===== config.mk =====
export PLATFORM = sky130hd
export DESIGN_NAME = bk_nibble_sequencer
export DESIGN_NICKNAME = d
export VERILOG_FILES = /design/src/rtl/bk_nibble_sequencer.sv
export SDC_FILE = /design/constraint.sdc
export NUM_CORES = 1
export LEC_CHECK = 0
export ABC_CLOCK_PERIOD_IN_PS = 2700
export CAP_MARGIN = 5
export CORE_MARGIN = 1.5
export CORE_UTILIZATION = 36
export DETAILED_ROUTE_END_ITERATION = 10
export PLACE_DENSITY = 0.59
export SYNTH_ARGS = -nofsm -noshare
export SYNTH_HDL_FRONTEND = slang
export SYNTH_SLANG_ARGS = --single-unit

===== constraint.sdc =====
create_clock -name CLK -period 2.7 [get_ports CLK]
set_clock_uncertainty 0.05 [all_clocks]
set_input_delay 0.54 -clock CLK [delete_from_list [all_inputs] [get_ports CLK]]
set_output_delay 0.54 -clock CLK [all_outputs]
set_load 0.02 [all_outputs]

===== src/rtl/bk_nibble_sequencer.sv =====
// Feeds a WIDTH-bit add through the 4-bit slice one nibble per pass, LSB first, with a rippled carry.
// Result is valid 3*NIB cycles after accept and is held in DONE until OUT_READY; IN_READY only in IDLE.
module bk_nibble_sequencer #(
    parameter int WIDTH = 16
) (
    input  logic             CLK,
    input  logic             RST_N,
    input  logic             IN_VALID,
    output logic             IN_READY,
    input  logic [WIDTH-1:0] OP_A,
    input  logic [WIDTH-1:0] OP_B,
    input  logic             OP_CIN,
    output logic [3:0]       ADD_A,
    output logic [3:0]       ADD_B,
    output logic             ADD_CIN,
    input  logic [3:0]       ADD_S,
    input  logic [4:0]       ADD_COUT,
    output logic             OUT_VALID,
    input  logic             OUT_READY,
    output logic [WIDTH-1:0] SUM,
    output logic             CARRY_OUT,
    output logic             BUSY
);
    localparam int NIB = WIDTH / 4;
    localparam int KW  = (NIB > 1) ? $clog2(NIB) : 1;

    generate
        if (WIDTH < 4 || (WIDTH % 4) != 0) begin : g_bad_width
            $error("bk_nibble_sequencer: WIDTH must be a multiple of 4 and at least 4");
        end
    endgenerate

    typedef enum logic [2:0] {IDLE, WAIT1, WAIT2, CAPT, DONE} state_t;

    state_t           state_q, state_d;
    logic [KW-1:0]    k_q, k_d, k_nxt;
    logic [WIDTH-1:0] a_q, a_d, b_q, b_d;
    logic [WIDTH-1:0] sum_q, sum_d;
    logic [3:0]       add_a_q, add_a_d, add_b_q, add_b_d;
    logic             add_cin_q, add_cin_d;
    logic             carry_out_q, carry_out_d;
    logic             out_valid_q, out_valid_d;
    logic [3:0]       nib_a_nxt, nib_b_nxt;
    logic             unused_cout;

    // Only the nibble carry-out matters; the slice's internal carries are not needed.
    assign unused_cout = ^ADD_COUT[3:0];

    always_comb begin
        k_nxt     = k_q + 1'b1;
        nib_a_nxt = '0;
        nib_b_nxt = '0;
        for (int i = 0; i < NIB; i++) begin
            if (k_nxt == KW'(i)) begin
                nib_a_nxt = a_q[4*i +: 4];
                nib_b_nxt = b_q[4*i +: 4];
            end
        end
    end

    always_comb begin
        state_d     = state_q;
        k_d         = k_q;
        a_d         = a_q;
        b_d         = b_q;
        sum_d       = sum_q;
        add_a_d     = add_a_q;
        add_b_d     = add_b_q;
        add_cin_d   = add_cin_q;
        carry_out_d = carry_out_q;
        out_valid_d = out_valid_q;
        case (state_q)
            IDLE: begin
                if (IN_VALID) begin
                    a_d         = OP_A;
                    b_d         = OP_B;
                    add_a_d     = OP_A[3:0];
                    add_b_d     = OP_B[3:0];
                    add_cin_d   = OP_CIN;
                    k_d         = '0;
                    sum_d       = '0;
                    carry_out_d = 1'b0;
                    state_d     = WAIT1;
                end
            end
            WAIT1: state_d = WAIT2;
            WAIT2: state_d = CAPT;
            CAPT: begin
                for (int i = 0; i < NIB; i++) begin
                    if (k_q == KW'(i)) begin
                        sum_d[4*i +: 4] = ADD_S;
                    end
                end
                if (k_q == KW'(NIB - 1)) begin
                    carry_out_d = ADD_COUT[4];
                    out_valid_d = 1'b1;
                    state_d     = DONE;
                end else begin
                    add_a_d   = nib_a_nxt;
                    add_b_d   = nib_b_nxt;
                    add_cin_d = ADD_COUT[4];
                    k_d       = k_nxt;
                    state_d   = WAIT1;
                end
            end
            DONE: begin
                if (OUT_READY) begin
                    out_valid_d = 1'b0;
                    state_d     = IDLE;
                end
            end
            default: state_d = IDLE;
        endcase
    end

    always_ff @(posedge CLK) begin
        if (!RST_N) begin
            state_q     <= IDLE;
            k_q         <= '0;
            a_q         <= '0;
            b_q         <= '0;
            sum_q       <= '0;
            add_a_q     <= '0;
            add_b_q     <= '0;
            add_cin_q   <= 1'b0;
            carry_out_q <= 1'b0;
            out_valid_q <= 1'b0;
        end else begin
            state_q     <= state_d;
            k_q         <= k_d;
            a_q         <= a_d;
            b_q         <= b_d;
            sum_q       <= sum_d;
            add_a_q     <= add_a_d;
            add_b_q     <= add_b_d;
            add_cin_q   <= add_cin_d;
            carry_out_q <= carry_out_d;
            out_valid_q <= out_valid_d;
        end
    end

    assign IN_READY  = (state_q == IDLE);
    assign BUSY      = (state_q != IDLE);
    assign ADD_A     = add_a_q;
    assign ADD_B     = add_b_q;
    assign ADD_CIN   = add_cin_q;
    assign OUT_VALID = out_valid_q;
    assign SUM       = sum_q;
    assign CARRY_OUT = carry_out_q;
endmodule

==> results.cfg <==
[status]
status = finished, final reports clean

[placed_design]
routabilityCongestion = 0.751
io_buffer_count = 70
place_area_um2 = 3570
hpwlAfterDp_um = 4940
dp_slack_ns = 0.293

[die]
initial_core_util = 0.369
die-area_um2 = 8370
rows = 32
die_h_um = 91.5
die_x_um = 91.5
io_pins = 75
core-area_um2 = 7650

[routing]
viasPerCell = 4.85
post-route-drc-count = 0
drtPass1Iterations = 4
num_vias = 2442
wl_per_cell_um = 13.8
drt_iter0_drc = 70
routed_wl_um = 6920
ant_nets = 0

[synthesis]
synth.area.top_cells = dfxtp_1 45%, nand2_1 12%, a21boi_0 8.3%
yosysSeqAreaShare = 0.455
yosys_warnings = 0
yosys.area.top_type_share = 0.455
syn_nets = 386
avgSynthCellArea_um2 = 8.44
ys_seq_elements = 64
synthCells = 334
syn_area_um2 = 2820
synth.largest_area_cell = dfxtp_1
synth_cell_types = 34

[setup_path]
path_class = reg -> out
cp-endpoint = BUSY
reg2reg_slack_ns = 0.57
crit_path_max_fanout = 11
worst_setup_path_start_kind = flop
reg2reg_depth = 6
startpoint = state_q[2]$_SDFFE_PN0P_
r2r_start = k_q[1]$_SDFFE_PN0P_
r2r-end = ADD_B[3]$_SDFFE_PN0P_
worst_ep_arrival_time_ns = 1.85
end_kind = output pin
crit_required_ns = 2.11

[sta]
fin_hold_ws_ns = 0.411
max_freq_mhz = 411
finalWorstSetupSlack_ns = 0.265
rsz0062_at_grt = no
fin_crit_ns = 2.44
finalCritPeriodShare = 0.902
drv_slew = 0
setup_violations = 0
worst_slew_pin_slew_ns = 0.600
relSlewSlack = 0.599
finalSetupTns_ns = 0
hold_viol_final = 0

[global_route]
grt_pass1_wl_um = 11400
grt_max_degree = 33
gr-total-overflow = 0
track_usage = 0.173
antenna_found_initial = 0
grt_pass1_vias = 2297

[cts]
post_cts_buffers = 0
cts_tree = built
clkSinkCount = 64
cts_made_buffers = 9
cts_root_buf = clkbuf_8
clk_latency_ns = 0.34
ctsHoldBuffers = 0
cts_buffer_depth = 2
clk_pin_slew_ns = 0.07
ctsResizeCount = 0
cts_max_level = 3

[worst_hold_path]
hp-class = reg -> reg
hp-start = a_q[12]$_SDFFE_PN0P_

[layout]
final_cell_mix = 93 x nand2_1, 69 x clkdlybuf4s50_1, 64 x dfxtp_1, 31 x a21boi_0, 13 x nor2b_1
drive_above_1_share = 0.0648
post-route-util = 0.489
finish.instance_area_um2 = 3740
nets = 448
insertedDiodeCount = 0
areaGrowthSynthToFinish_pct = 32.7
final_common_cell = nand2_1

[power_and_ir_drop]
p_per_area_nw_per_um2 = 571
leakagePower_nw = 1.31
max-vdd-ir-drop_v = 0.000286

[job]
cap_violations = 0
## area by class of cell
| type | count | area [um2] |
|---|---|---|
| clock buffer | 10 | 138 |
| clock inverter | 6 | 35.0 |
| fill | 759 | 3910 |
| inverter | 12 | 45.0 |
| multi-input combinational | 233 | 1370 |
| sequential | 64 | 1280 |
| tap | 102 | 128 |
| timing repair buffer | 76 | 741 |
## how the worst min path moves through the flow
stage | slack (ns) | depth (start not counted) | to
after floorplan | 0.39 | 2 | a_q[0]$_SDFFE_PN0P_
after global placement | 0.40 | 2 | a_q[1]$_SDFFE_PN0P_
after detailed placement | 0.40 | 2 | a_q[1]$_SDFFE_PN0P_
after CTS | 0.41 | 2 | a_q[1]$_SDFFE_PN0P_
after global routing | 0.43 | 2 | a_q[1]$_SDFFE_PN0P_
final | 0.41 | 2 | a_q[12]$_SDFFE_PN0P_
## critical path, cell delays in order (launching register included)
cell and delay [ns]:
dfxtp_1 0.53, inv_1 0.25, nand2_1 0.13, clkdlybuf4s50_1 0.60
## stage by stage
stage | instances | total power, mW
6_report | 503 | 2.13
5_1_grt | 503 | 2.24
4_1_cts | 503 | 2.16
3_5_place_dp | 487 | 1.44
3_3_place_gp | 487 | 1.44
2_1_floorplan | 334 | 1.28
## state kept, by name (all words and copies together), names as in the netlist
register / count
ADD_B: 4
SUM: 16
a_q: 16
ADD_A: 4
state_q: 3
k_q: 2
OUT_VALID: 1
ADD_CIN: 1
CARRY_OUT: 1
b_q: 16
## cells in the mapped netlist
cell and instances:
ha_1 6, a221o_1 8, mux2i_1 1, and3b_1 1, nor4b_4 1, a32oi_1 4
buf_2 14, a21boi_1 2, nor2_1 7, inv_1 12, a31oi_1 8, a22oi_1 5
buf_6 1, nor2b_1 13, dfxtp_1 64, nor3b_2 1, xnor2_1 1, a21boi_0 31
o211a_1 1, nand2b_1 1, and4b_1 1, or3b_1 1, a21oi_4 1, clkbuf_1 10
a21oi_1 6, nand3_1 3, o21ai_1 8, o22ai_1 8, nor3_1 1, o21ai_0 9
nand2_1 93, and3_1 1, a221oi_1 8, nand3b_1 2
## per-layer routing
layer | global-route usage | routed length [um] | up-vias
met3 | 0.0293 | 199 | 10
met4 | 0.0703 | 100 | 0
met1 | 0.242 | 3590 | 1110
li1 | - | - | 1280
met5 | 0 | 0 | -
met2 | 0.260 | 3030 | 42
## power by group
part	internal (mW)	switching, mW	total, mW
clock	0.351	0.366	0.716
combinational	0.177	0.194	0.371
sequential	1.01	0.0412	1.05
total	1.53	0.601	2.13
## cell families (layout without fill, tap and decap cells)
kind of cell    Yosys count  after routing  share of synthesized area
simple gates            126            126                      0.202
mux                       1              1                    0.00355
buf+inv                  37            104                     0.0581
fa+ha+maj                 6              6                     0.0266
compound gates           99             99                      0.253
xor+xnor                  1              1                    0.00311
flops                    64             64                      0.455
Note: power is estimated with default switching activity, not from simulation.
